$ cat config.mk
export PLATFORM = sky130hd
export DESIGN_NAME = mem_port_arbiter
export DESIGN_NICKNAME = d
export VERILOG_FILES = /design/src/rtl/mem_arb_pkg.sv /design/src/rtl/mem_port_arbiter_chk.sv /design/src/rtl/mux2.sv /design/src/rtl/mem_port_arbiter.sv
export SDC_FILE = /design/constraint.sdc
export NUM_CORES = 1
export LEC_CHECK = 0
export BUFFER_PORTS_ARGS = -buffer_cell sky130_fd_sc_hd__buf_2
export CAP_MARGIN = 20
export CORE_AREA = 2 2 105 107
export DETAILED_ROUTE_END_ITERATION = 10
export DIE_AREA = 0 0 107 109
export SLEW_MARGIN = 20
export SYNTH_ARGS = -nofsm -noshare
export SYNTH_HDL_FRONTEND = slang
export SYNTH_HIERARCHICAL = 1
export SYNTH_SLANG_ARGS = --single-unit
export TNS_END_PERCENT = 30
$ cat constraint.sdc
create_clock -name clk -period 1.56 [get_ports clk]
set_input_delay 0 -clock clk [delete_from_list [all_inputs] [get_ports clk]]
set_output_delay 0 -clock clk [all_outputs]
set_load 0.01 [all_outputs]
$ cat src/rtl/mem_arb_pkg.sv
// Shared types and default sizing for the two-port memory arbiter.
// Contents:
//   arb_state_t      - arbiter FSM state (IDLE / BUSY)
//   req_id_t         - requester id (0 = instruction fetch, 1 = load/store)
//   *_DEFAULT        - default address width, data width and timeout
package mem_arb_pkg;

  typedef enum logic {IDLE, BUSY} arb_state_t;

  typedef logic req_id_t;

  localparam int AW_DEFAULT      = 32;
  localparam int DW_DEFAULT      = 32;
  localparam int TIMEOUT_DEFAULT = 16;

endpackage

$ cat src/rtl/mem_port_arbiter_chk.sv
// Protocol checker for mem_port_arbiter; instantiated by the arbiter itself.
// Ports:
//   clk, reset_n           - clock and asynchronous active-low reset
//   state                  - arbiter FSM state
//   sel                    - current grant id
//   mem_valid              - shared-port request strobe
//   req0_done, req1_done   - completion pulses
//   rsp_err                - timeout flag
module mem_port_arbiter_chk
  import mem_arb_pkg::*;
(
  input logic       clk,
  input logic       reset_n,
  input arb_state_t state,
  input req_id_t    sel,
  input logic       mem_valid,
  input logic       req0_done,
  input logic       req1_done,
  input logic       rsp_err
);

  // Only one requester can be completed at a time.
  a_done_onehot: assert property (@(posedge clk) disable iff (!reset_n)
    !(req0_done && req1_done));

  // The port is only driven while a transfer is in flight.
  a_valid_busy: assert property (@(posedge clk) disable iff (!reset_n)
    mem_valid |-> (state == BUSY));

  // The grant must not move underneath an active transfer.
  a_sel_stable: assert property (@(posedge clk) disable iff (!reset_n)
    (mem_valid && $past(mem_valid)) |-> (sel == $past(sel)));

  // A timeout flag is meaningless without a completion.
  a_err_done: assert property (@(posedge clk) disable iff (!reset_n)
    rsp_err |-> (req0_done || req1_done));

endmodule

$ cat src/rtl/mux2.sv
// Generic two-input multiplexer.
// Ports:
//   sel - select (0 picks d0, 1 picks d1)
//   d0  - input 0
//   d1  - input 1
//   y   - selected output
module mux2 #(
  parameter int WIDTH = 1
) (
  input  logic             sel,
  input  logic [WIDTH-1:0] d0,
  input  logic [WIDTH-1:0] d1,
  output logic [WIDTH-1:0] y
);

  assign y = sel ? d1 : d0;

endmodule

$ cat src/rtl/mem_port_arbiter.sv
// Round-robin arbiter sharing one memory port between instruction fetch
// (requester 0) and load/store (requester 1). Each transfer runs
// IDLE -> BUSY -> IDLE; a BUSY period that sees no mem_ack for TIMEOUT
// cycles is aborted with rsp_err so a dead memory cannot hang the core.
// Ports:
//   clk, reset_n                       - clock, async active-low reset
//   reqN_valid/addr/we/wdata (N=0,1)   - requester transfer requests
//   reqN_done                          - one-cycle completion pulse
//   rsp_rdata, rsp_err                 - response data / timeout flag
//   sel                                - registered grant id (0 = req0)
//   mem_valid/addr/we/wdata            - shared memory port request
//   mem_ack, mem_rdata                 - memory completion and read data
module mem_port_arbiter
  import mem_arb_pkg::*;
#(
  parameter int AW      = AW_DEFAULT,
  parameter int DW      = DW_DEFAULT,
  parameter int TIMEOUT = TIMEOUT_DEFAULT
) (
  input  logic          clk,
  input  logic          reset_n,
  input  logic          req0_valid,
  input  logic [AW-1:0] req0_addr,
  input  logic          req0_we,
  input  logic [DW-1:0] req0_wdata,
  input  logic          req1_valid,
  input  logic [AW-1:0] req1_addr,
  input  logic          req1_we,
  input  logic [DW-1:0] req1_wdata,
  output logic          req0_done,
  output logic          req1_done,
  output logic [DW-1:0] rsp_rdata,
  output logic          rsp_err,
  output logic          sel,
  output logic          mem_valid,
  output logic [AW-1:0] mem_addr,
  output logic          mem_we,
  output logic [DW-1:0] mem_wdata,
  input  logic          mem_ack,
  input  logic [DW-1:0] mem_rdata
);

  localparam int            CW       = $clog2(TIMEOUT);
  localparam logic [CW-1:0] CNT_LAST = CW'(TIMEOUT - 1);

  arb_state_t    state_r, state_next_s;
  req_id_t       sel_r, sel_next_s;
  req_id_t       last_r, last_next_s;
  logic [CW-1:0] cnt_r, cnt_next_s;
  logic          done_s;
  logic          err_s;
  logic          busy_s;
  logic          mux_we_s;

  // FSM state, grant, round-robin history and wait counter.
  always_ff @(posedge clk or negedge reset_n) begin
    if (!reset_n) begin
      state_r <= IDLE;
      sel_r   <= 1'b0;
      last_r  <= 1'b1;   // so req0 wins the first tie
      cnt_r   <= {CW{1'b0}};
    end else begin
      state_r <= state_next_s;
      sel_r   <= sel_next_s;
      last_r  <= last_next_s;
      cnt_r   <= cnt_next_s;
    end
  end

  // Arbitration, transfer sequencing and timeout detection.
  always_comb begin
    state_next_s = state_r;
    sel_next_s   = sel_r;
    last_next_s  = last_r;
    cnt_next_s   = cnt_r;
    done_s       = 1'b0;
    err_s        = 1'b0;
    case (state_r)
      IDLE: begin
        // sel only moves here, so it is frozen for the whole BUSY period.
        if (req0_valid && req1_valid) begin
          sel_next_s = ~last_r;
        end else if (req0_valid) begin
          sel_next_s = 1'b0;
        end else if (req1_valid) begin
          sel_next_s = 1'b1;
        end else begin
          sel_next_s = sel_r;
        end
        if (req0_valid || req1_valid) begin
          state_next_s = BUSY;
          cnt_next_s   = {CW{1'b0}};
        end else begin
          state_next_s = IDLE;
        end
      end
      BUSY: begin
        // An ack in the final timeout cycle still counts as a clean completion.
        if (mem_ack) begin
          done_s       = 1'b1;
          last_next_s  = sel_r;
          state_next_s = IDLE;
        end else if (cnt_r == CNT_LAST) begin
          done_s       = 1'b1;
          err_s        = 1'b1;
          last_next_s  = sel_r;
          state_next_s = IDLE;
        end else begin
          cnt_next_s   = cnt_r + CW'(1);
        end
      end
      default: begin
        state_next_s = IDLE;
      end
    endcase
  end

  assign busy_s    = (state_r == BUSY);
  assign sel       = sel_r;
  assign mem_valid = busy_s;
  assign mem_we    = mux_we_s & busy_s;
  assign req0_done = done_s & ~sel_r;
  assign req1_done = done_s &  sel_r;
  assign rsp_err   = err_s;
  assign rsp_rdata = mem_rdata;

  mux2 #(.WIDTH(AW)) u_mux_addr (
    .sel (sel_r),
    .d0  (req0_addr),
    .d1  (req1_addr),
    .y   (mem_addr)
  );

  mux2 #(.WIDTH(DW)) u_mux_wdata (
    .sel (sel_r),
    .d0  (req0_wdata),
    .d1  (req1_wdata),
    .y   (mem_wdata)
  );

  mux2 #(.WIDTH(1)) u_mux_we (
    .sel (sel_r),
    .d0  (req0_we),
    .d1  (req1_we),
    .y   (mux_we_s)
  );

  mem_port_arbiter_chk u_chk (
    .clk       (clk),
    .reset_n   (reset_n),
    .state     (state_r),
    .sel       (sel_r),
    .mem_valid (busy_s),
    .req0_done (req0_done),
    .req1_done (req1_done),
    .rsp_err   (err_s)
  );

endmodule

==> flow_metrics.py, run 1 <==
metrics = {
    "layout": {
        "final_area_sq_um": 2650,
        "drive_gt1_share_pct": 88.9,
        "layout.nets": 484,
        "antennaDiodeCount": 0,
        "fill_cells": 1110,
        "areaGrowthSynthToFinish_pct": 54.2,
    },
    "worst_hold_path": {
        "hold_depth": 0,
        "min-delay-start": "mem_rdata[12]",
        "min_path_type": "primary input to output port",
        "hold_end": "rsp_rdata[12]",
    },
    "global_route": {
        "grt_pass1_wl_microns": 7850,
        "grt_max_degree": 31,
        "antenna_found_initial": 0,
        "grt.overflow.total": 0,
        "grt_pass1_vias": 1650,
        "grt_util_all_layers_pct": 8.52,
    },
    "job": {
        "cap_violations": 0,
    },
    "floorplanning": {
        "rows": 38,
        "die_w_microns": 107,
        "start_util_pct": 16.2,
        "boundaryPins": 269,
        "die_height_microns": 109,
        "core_area_sq_um": 10600,
        "die-area_sq_um": 11700,
    },
    "power_and_ir_drop": {
        "combPwrFrac_pct": 81.1,
        "p_sw_mw": 1.24,
        "vdd_drop_max_mv": 0.375,
        "p_int_mw": 1.97,
        "power_frac_seq_pct": 10.8,
        "swShare_pct": 38.8,
        "power_frac_clock_pct": 8.1,
        "finalPower_mw": 3.21,
        "power-per-cell-area_nw_per_um2": 1210,
        "cellLeakagePower_nw": 1.55,
    },
    "synth": {
        "synth-simple-area-share_pct": 5.53,
        "yosys-top-cells-area": "mux2_4, buf_4, dfrtp_1, buf_12, mux2_2",
        "synth_fp_nets": 311,
        "synth_compound_area_share_pct": 3.05,
        "syn_inst": 143,
        "yosys.area.top_type": "mux2_4",
        "synth_top_area_share_pct": 54.1,
        "synth-xor-area-share_pct": 0,
        "yosysWarnings": 6,
        "synth-seq-area-share_pct": 10.3,
        "synth_top_family_by_area": "multiplexers",
        "synthesis.area_sq_um": 1720,
        "synth_cell_type_count": 26,
        "muxShareOfSynthArea_pct": 57.3,
        "avgSynthCellArea_sq_um": 12.0,
        "synth_seq_cells": 7,
        "synthAdderAreaFrac_pct": 0.727,
    },
    "placement": {
        "place_congestion": 0.804,
        "post_dp_cell_area_sq_um": 2600,
        "numPortBuffers": 204,
        "place.detailed.hpwl_microns": 5280,
    },
    "worst_setup_path": {
        "path_max_fanout": 30,
        "required_ns": 1.56,
        "worstSetupEndpointType": "output port",
        "cp-start-kind": "register",
        "r2r-end": "last_r",
        "r2r_slack_ns": 0.18,
        "timing.rr.start": "cnt_r[0]",
        "arrival_ns": 1.44,
        "path_class": "register to output port",
        "ff2ff_path_depth": 4,
    },
    "timing": {
        "fin_crit_ns": 1.44,
        "finalMaxSlewViolations": 0,
        "max_freq_ghz": 0.695,
        "worst_pin_slew_ns": 0.279,
        "final-hold-violation-count": 0,
        "fin_crit_sh_pct": 92.3,
        "setup_violations": 0,
        "final.setup_skew_ns": 0.00195,
        "max_slew_margin_pct": 81.4,
        "setup_tns_ns": 0,
        "hold_slack_ns": 0.00000389,
        "rsz0062_at_grt": "no",
    },
    "detailed_routing": {
        "vias": 1705,
        "firstDrtPassIters": 4,
        "post_drt_wl_per_cell_microns": 12.7,
        "drc": 0,
        "ant_nets": 0,
        "drt_wl_total_microns": 5790,
        "drtIter0Drc": 67,
        "viasPerCell": 3.75,
    },
    "clock_tree": {
        "clkLatencyLatePin_ns": 0.23,
        "cts_buffer_depth": 2,
        "h-tree-depth": 1,
        "cts.reportedPaths.clkPinSlew_ns": 0.04,
        "clock-sinks": 7,
        "cts_tree": "built",
        "cts_buffers": 3,
        "post_cts_buffers": 0,
        "cts_root_buf": "clkbuf_8",
    },
    "run_status": {
        "run_status": "finished, final reports clean",
    },
}
[placed cells by master (no fill, tap or decap)]
| cell type | count |
|---|---|
| a32o_1 | 1 |
| and2_1 | 1 |
| and3_1 | 1 |
| and3_4 | 1 |
| buf_12 | 3 |
| buf_2 | 204 |
| clkbuf_1 | 1 |
| clkbuf_8 | 3 |
| dfrtp_1 | 5 |
| dfrtp_4 | 1 |
| dfstp_2 | 1 |
| dlygate4sd3_1 | 1 |
| ha_1 | 1 |
| inv_1 | 4 |
| mux2_2 | 4 |
| mux2_4 | 62 |
| mux2i_1 | 1 |
| nand2_1 | 4 |
| nand2b_1 | 2 |
| nand3_1 | 1 |
| nand3b_1 | 2 |
| nor2_1 | 3 |
| o211ai_1 | 1 |
| o21ai_1 | 2 |
| o21ai_2 | 1 |
| o21bai_1 | 1 |
| o221ai_1 | 1 |
| or2_1 | 1 |
| or3_1 | 1 |
[cell usage after synthesis]
cell,instances
o221ai_1,1
ha_1,1
and3_4,1
and3_1,1
buf_4,32
o211ai_1,1
buf_12,6
buf_6,2
nand3_1,1
mux2i_1,1
nor2_1,3
inv_1,4
nand2b_1,2
mux2_2,4
o21ai_1,2
nand2_1,4
nand3b_1,2
o21ai_2,1
or3_1,1
and2_1,1
a32o_1,1
or2_1,1
o21bai_1,1
dfstp_2,1
mux2_4,62
dfrtp_1,6
[state kept, by name, indices dropped and copies added, names as in the netlist]
| signal | cells |
|---|---|
| mem_valid | 1 |
| sel | 1 |
| last_r | 1 |
| cnt_r | 4 |
[power groups by stage]
stage / clock (mW) / combinational [mW] / sequential (mW)
after floorplan: 0 / 2.15 / 0.322
after global placement: 0 / 2.60 / 0.345
after detailed placement: 0 / 2.64 / 0.349
after CTS: 0.269 / 2.64 / 0.350
after global routing: 0.288 / 2.80 / 0.358
final: 0.261 / 2.60 / 0.346
[metal layers]
layer	part of all wire, %	up-vias	track usage, %
met2	50	105	15.5
li1	-	819	-
met5	0	-	0
met3	10	8	2.69
met4	1.4	0	1.48
met1	39	773	9.92
[worst max-delay path, cell delays in order, from the launching register on]
cell	delay [ns]
dfrtp_4	0.48
buf_12	0.25
mux2_4	0.32
buf_2	0.14
[stage by stage]
stage	utilization, %	instances	worst slack, ns
finish	25.0	455	0.120
global route	25.0	455	0.0527
CTS	25.0	455	0.106
detailed placement	24.5	450	0.186
global placement	24.5	450	0.216
floorplan	-	143	0.242
[timing repair]
action                                 CTS  global route
hold buffers                             1             0
resized for setup                        0             0
endpoints found under the hold margin    7             0
[kinds of logic after synthesis]
group | count (synthesis)
compound gates | 7
buf+inv | 44
fa+ha+maj | 1
simple gates | 17
flops | 7
mux | 67
[worst max-delay path by stage]
stage | from | endpoint | slack (ns) | cells past startpoint
3_3_place_gp | cnt_r[0] | last_r | 0.22 | 4
4_1_cts | sel | mem_addr[30] | 0.11 | 3
6_report | sel | mem_addr[30] | 0.12 | 3
5_1_grt | cnt_r[0] | req1_done | 0.05 | 5
3_5_place_dp | cnt_r[0] | last_r | 0.19 | 4
2_1_floorplan | cnt_r[0] | last_r | 0.24 | 4
[layout make-up]
cell class                 count  area (sq um)  share of cell area (%)
inverter                       4          15.0                   0.566
sequential                     7           180                    6.79
clock buffer                   4          45.0                    1.70
timing repair buffer         208          1090                    41.1
tap                          140           175                    6.60
multi-input combinational     92          1150                    43.2
Power figures use the tool's default switching activity.
==> run 2: changes to the inputs <==
--- a/config.mk
+++ b/config.mk
@@ -7,9 +7,12 @@
 export LEC_CHECK = 0
 export BUFFER_PORTS_ARGS = -buffer_cell sky130_fd_sc_hd__buf_2
 export CAP_MARGIN = 20
-export CORE_AREA = 2 2 105 107
+export CELL_PAD_IN_SITES_DETAIL_PLACEMENT = 1
+export CELL_PAD_IN_SITES_GLOBAL_PLACEMENT = 2
+export CORE_AREA = 2 2 119 121
 export DETAILED_ROUTE_END_ITERATION = 10
-export DIE_AREA = 0 0 107 109
+export DIE_AREA = 0 0 121 123
+export PLACE_DENSITY_LB_ADDON = 0.1
 export SLEW_MARGIN = 20
 export SYNTH_ARGS = -nofsm -noshare
 export SYNTH_HDL_FRONTEND = slang
==> run 2 against run 1 <==
Sequential cell count is the same. Routed wire length grew 38%. Critical path depth is the same. Largest cell class unchanged. Global-route usage grew 1.3 points. Sequential share of layout area shrank 0.27 points. Die area grew 28%. Cell count grew 9.9%. Largest power group unchanged. Non-clock buffer count grew 3. Highest routed layer is now met5. Combinational power grew 5%. Utilization shrank 4.7 points. Worst setup slack lost 0.022 ns. Via count grew 4.1%.
==> flow_metrics.py, run 2 (synthesis results as in run 1) <==
metrics = {
    "timing": {
        "worst_pin_slew_ns": 0.249,
        "final.setup_skew_ns": 0.00223,
        "max_freq_ghz": 0.684,
        "finalMaxSlewViolations": 0,
        "rsz0062_at_grt": "no",
        "setup_tns_ns": 0,
        "final-hold-violation-count": 0,
        "fin_crit_sh_pct": 93.7,
        "fin_crit_ns": 1.46,
        "setup_violations": 0,
        "max_slew_margin_pct": 83.3,
    },
    "power_and_ir_drop": {
        "p_sw_mw": 1.36,
        "power_frac_clock_pct": 12.4,
        "combPwrFrac_pct": 77.5,
        "vdd_drop_max_mv": 0.337,
        "power_frac_seq_pct": 10.1,
        "p_int_mw": 2.17,
        "cellLeakagePower_nw": 1.58,
        "swShare_pct": 38.5,
        "power-per-cell-area_nw_per_um2": 1280,
        "finalPower_mw": 3.53,
    },
    "job": {
        "cap_violations": 0,
    },
    "detailed_routing": {
        "drtIter0Drc": 25,
        "drt_wl_total_microns": 8000,
        "viasPerCell": 3.55,
        "firstDrtPassIters": 4,
        "vias": 1775,
        "drc": 0,
        "post_drt_wl_per_cell_microns": 16.0,
        "ant_nets": 0,
    },
    "worst_hold_path": {
        "min_path_type": "primary input to output port",
        "min-delay-start": "mem_rdata[21]",
    },
    "global_route": {
        "grt_pass1_vias": 1748,
        "grt_util_all_layers_pct": 9.85,
        "grt_max_degree": 22,
        "grt.overflow.total": 0,
        "grt_pass1_wl_microns": 11000,
        "antenna_found_initial": 3,
    },
    "clock_tree": {
        "cts_buffers": 3,
        "cts_root_buf": "clkbuf_16",
        "h-tree-depth": 1,
        "cts.reportedPaths.clkPinSlew_ns": 0.04,
        "clock-sinks": 7,
        "cts_tree": "built",
        "cts-resized-gates": 0,
        "cts_buffer_depth": 2,
        "clkLatencyLatePin_ns": 0.23,
    },
    "floorplanning": {
        "start_util_pct": 12.6,
        "die_w_microns": 121,
        "rows": 43,
        "die_height_microns": 123,
        "core_area_sq_um": 13600,
        "die-area_sq_um": 14900,
        "boundaryPins": 269,
    },
    "worst_setup_path": {
        "required_ns": 1.56,
        "timing.rr.start": "cnt_r[0]",
        "cp-startpoint": "sel",
        "path_max_fanout": 10,
        "cp-start-kind": "register",
        "worstSetupEndpointType": "output port",
        "arrival_ns": 1.46,
        "path_class": "register to output port",
    },
    "layout": {
        "largest_reg_flops": 4,
        "layout_common_cells": "buf_2, mux2_4, dfrtp_1",
        "drive_gt1_share_pct": 89.0,
        "layout.nets": 487,
        "final_common_cell": "buf_2",
        "instances_no_fill": 500,
        "top_register": "cnt_r",
        "areaGrowthSynthToFinish_pct": 60.7,
    },
    "run_status": {
        "run_status": "finished, final reports clean",
    },
    "placement": {
        "place.detailed.hpwl_microns": 7290,
        "place_inst": 492,
        "place_congestion": 0.715,
        "numPortBuffers": 204,
    },
}
-- run 2: cell types whose count changed in the layout (fill, tap and decap cells not counted), sizes merged --
| cell | change |
|---|---|
| clkbuf | +1 |
| diode | +2 |
| buf | +2 |
-- run 2: area by class of cell --
type | instances | area [sq um]
Fill cell | 1633 | 10800
Multi-Input combinational cell | 92 | 1150
Timing Repair Buffer | 211 | 1110
Tap cell | 180 | 225
Sequential cell | 7 | 180
Clock buffer | 4 | 78.8
Inverter | 4 | 15.0
Antenna cell | 2 | 5.00
-- run 2: layer usage --
metal | part of all wire (%) | GRT usage (%)
met4 | 1.0 | 1.60
met5 | 0.16 | 0
met3 | 13 | 4.80
met1 | 35 | 10.2
met2 | 50 | 18.3
-- run 2: stage by stage --
stage | cell area (sq um) | worst slack (ns) | hold WS [ns] | utilization [%]
3_3_place_gp | 2660 | 0.194 | -0.145 | 19.6
6_report | 2760 | 0.0980 | 0.00000445 | 20.3
2_1_floorplan | 1720 | 0.242 | -0.296 | -
3_5_place_dp | 2660 | 0.159 | -0.148 | 19.6
5_1_grt | 2760 | 0.0341 | 0.0000151 | 20.3
4_1_cts | 2750 | 0.00831 | 0.0000686 | 20.2
-- run 2: power by group through the flow --
stage	combinational, mW	sequential (mW)	clock (mW)
after floorplan	2.15	0.322	0
after global placement	2.78	0.383	0
after detailed placement	2.76	0.384	0
after CTS	2.77	0.385	0.449
after global routing	2.94	0.374	0.475
final	2.74	0.355	0.438
-- run 2: worst paths after layout --
path	to	slack [ns]	cells after the start
worst max-delay path	mem_wdata[10]	0.1	3
worst min-delay path	rsp_rdata[21]	0.000004	0
worst max register to register	last_r	0.17	4
worst min register to register	cnt_r[0]	0.51	1
max in group asynchronous	last_r	1.18	2
min in group asynchronous	cnt_r[2]	0.14	2
-- run 2: repair_timing --
action	CTS	global route
hold buffers	1	0
setup endpoints to repair	0	13
buffers inserted	0	1
endpoints found under the hold margin	7	0
-- run 2: critical path: stages, from the launching register on --
cell,delay (ns)
dfrtp_4,0.55
buf_4,0.23
mux2_4,0.31
buf_2,0.14
==> run 3: changes to the inputs <==
--- a/config.mk
+++ b/config.mk
@@ -13,6 +13,7 @@
 export DETAILED_ROUTE_END_ITERATION = 10
 export DIE_AREA = 0 0 121 123
 export PLACE_DENSITY_LB_ADDON = 0.1
+export RECOVER_POWER = 100
 export SLEW_MARGIN = 20
 export SYNTH_ARGS = -nofsm -noshare
 export SYNTH_HDL_FRONTEND = slang
==> run 3 against run 2 <==
Via count is 0.85% lower. Die area stayed put. Highest routed layer unchanged. Non-clock buffer count stayed put. Clock-buffer cell count stayed put. Sequential power is 1% lower. Critical path depth stayed put. Cell count stayed put. Routed wire length is 1.2% higher. Maximum frequency is 0.27% lower. Clock power hardly changed. Clock skew stayed put.
==> flow_metrics.py, run 3 (synthesis results as in run 1) <==
metrics = {
    "clock_tree": {
        "h-tree-depth": 1,
        "cts_tree": "built",
        "clock-sinks": 7,
        "clkLatencyLatePin_ns": 0.23,
        "cts_buffer_depth": 2,
        "cts-resized-gates": 0,
        "cts.reportedPaths.clkPinSlew_ns": 0.04,
        "cts_buffers": 3,
        "cts_root_buf": "clkbuf_16",
    },
    "placement": {
        "dp_slack_ns": 0.159,
        "place.detailed.hpwl_microns": 7290,
        "numPortBuffers": 204,
        "place_congestion": 0.715,
        "post_dp_cell_area_sq_um": 2660,
    },
    "detailed_routing": {
        "post_drt_wl_per_cell_microns": 16.2,
        "drc": 0,
        "vias": 1760,
        "firstDrtPassIters": 4,
        "drt_wl_total_microns": 8100,
        "drtIter0Drc": 28,
        "viasPerCell": 3.52,
        "ant_nets": 0,
    },
    "global_route": {
        "antenna_found_initial": 3,
        "grt.overflow.total": 0,
        "grt_util_all_layers_pct": 9.85,
        "grt_pass1_vias": 1748,
        "grt_max_degree": 22,
        "grt_pass1_wl_microns": 11000,
    },
    "worst_setup_path": {
        "cp-start-kind": "register",
        "path_class": "register to output port",
        "crit_chain": "clkbuf_4, mux2_4, buf_2",
        "required_ns": 1.56,
        "critPathSlowestCell": "dfrtp_4",
        "arrival_ns": 1.47,
        "path_max_fanout": 9,
        "slowest_delay_ns": 0.54,
        "worstSetupEndpointType": "output port",
    },
    "job": {
        "cap_violations": 0,
    },
    "layout": {
        "drive_gt1_share_pct": 72.3,
        "final_area_sq_um": 2660,
        "areaGrowthSynthToFinish_pct": 54.7,
        "fill_cells": 1653,
        "largest_reg_flops": 4,
        "top_register": "cnt_r",
        "layout_common_cells": "buf_2, mux2_4, clkbuf_1, clkbuf_2, mux2_1",
        "final_common_cell": "buf_2",
        "fin_util_pct": 19.6,
        "layout.nets": 487,
    },
    "worst_hold_path": {
        "min_path_type": "primary input to output port",
    },
    "timing": {
        "final.setup_skew_ns": 0.00223,
        "final-hold-violation-count": 0,
        "fin_crit_ns": 1.47,
        "setup_ws_ns": 0.0941,
        "setup_tns_ns": 0,
        "max_freq_ghz": 0.682,
        "max_slew_margin_pct": 69.7,
        "finalMaxSlewViolations": 0,
        "worst_pin_slew_ns": 0.454,
        "rsz0062_at_grt": "no",
        "setup_violations": 0,
        "hold_slack_ns": 0.00000445,
        "fin_crit_sh_pct": 94.0,
    },
    "floorplanning": {
        "boundaryPins": 269,
        "start_util_pct": 12.6,
        "die-area_sq_um": 14900,
        "rows": 43,
        "core_area_sq_um": 13600,
        "die_w_microns": 121,
        "die_height_microns": 123,
    },
    "power_and_ir_drop": {
        "cellLeakagePower_nw": 1.41,
        "power-per-cell-area_nw_per_um2": 1250,
        "vdd_drop_max_mv": 0.328,
    },
    "run_status": {
        "run_status": "finished, final reports clean",
    },
}
## run 3: changes by cell type in the layout (fill, tap and decap cells not counted), sizes merged
cell / previous run / this run
clkbuf: 5 / 59
buf: 209 / 155
## run 3: power breakdown
group          total [mW]  leakage [nW]  internal, mW  switching, mW
Combinational        2.54          1.29          1.38           1.16
Clock               0.438        0.0382         0.340         0.0981
Sequential          0.350        0.0864         0.259         0.0915
## run 3: area by class of cell
cell class	count	area [sq um]	share of cell area [%]
multi-input cells	92	1110	41.7
repair buffers	211	1050	39.4
well taps	180	225	8.46
flip-flops and latches	7	180	6.77
clock buffers	4	78.8	2.96
inverters	4	15.0	0.564
diodes	2	5.00	0.188
## run 3: worst paths after layout
kind                          startpoint             to  slack, ns  cells after the start
setup / recovery                     sel   mem_wdata[5]       0.09                      3
hold / removal             mem_rdata[21]  rsp_rdata[21]   0.000004                      0
max in group asynchronous        reset_n            sel       0.98                      2
setup reg to reg                cnt_r[0]         last_r       0.17                      4
hold reg to reg                 cnt_r[0]       cnt_r[0]       0.51                      1
min in group asynchronous        reset_n       cnt_r[2]       0.23                      2
## run 3: stage by stage
step / std cells / power (mW)
final: 500 / 3.33
after global routing: 499 / 3.61
after CTS: 497 / 3.60
after detailed placement: 492 / 3.14
after global placement: 492 / 3.17
after floorplan: 143 / 2.47
## run 3: timing repair
action | CTS | global route
hold buffers | 1 | 0
buffers inserted | 0 | 1
hold endpoints to repair | 7 | 0
setup endpoints to repair | 0 | 13
## run 3: worst max-delay path, delay by kind of cell (launching register included)
family                 cells  cell delay [ns]
muxes                      1             0.31
DFF                        1             0.54
buffers and inverters      2             0.38
## run 3: metal layers
layer	wire length [microns]	GRT usage [%]	vias up
met5	13	0	-
met4	40	1.60	2
met3	1020	4.80	6
met2	4050	18.3	120
met1	2960	10.2	806
li1	-	-	826
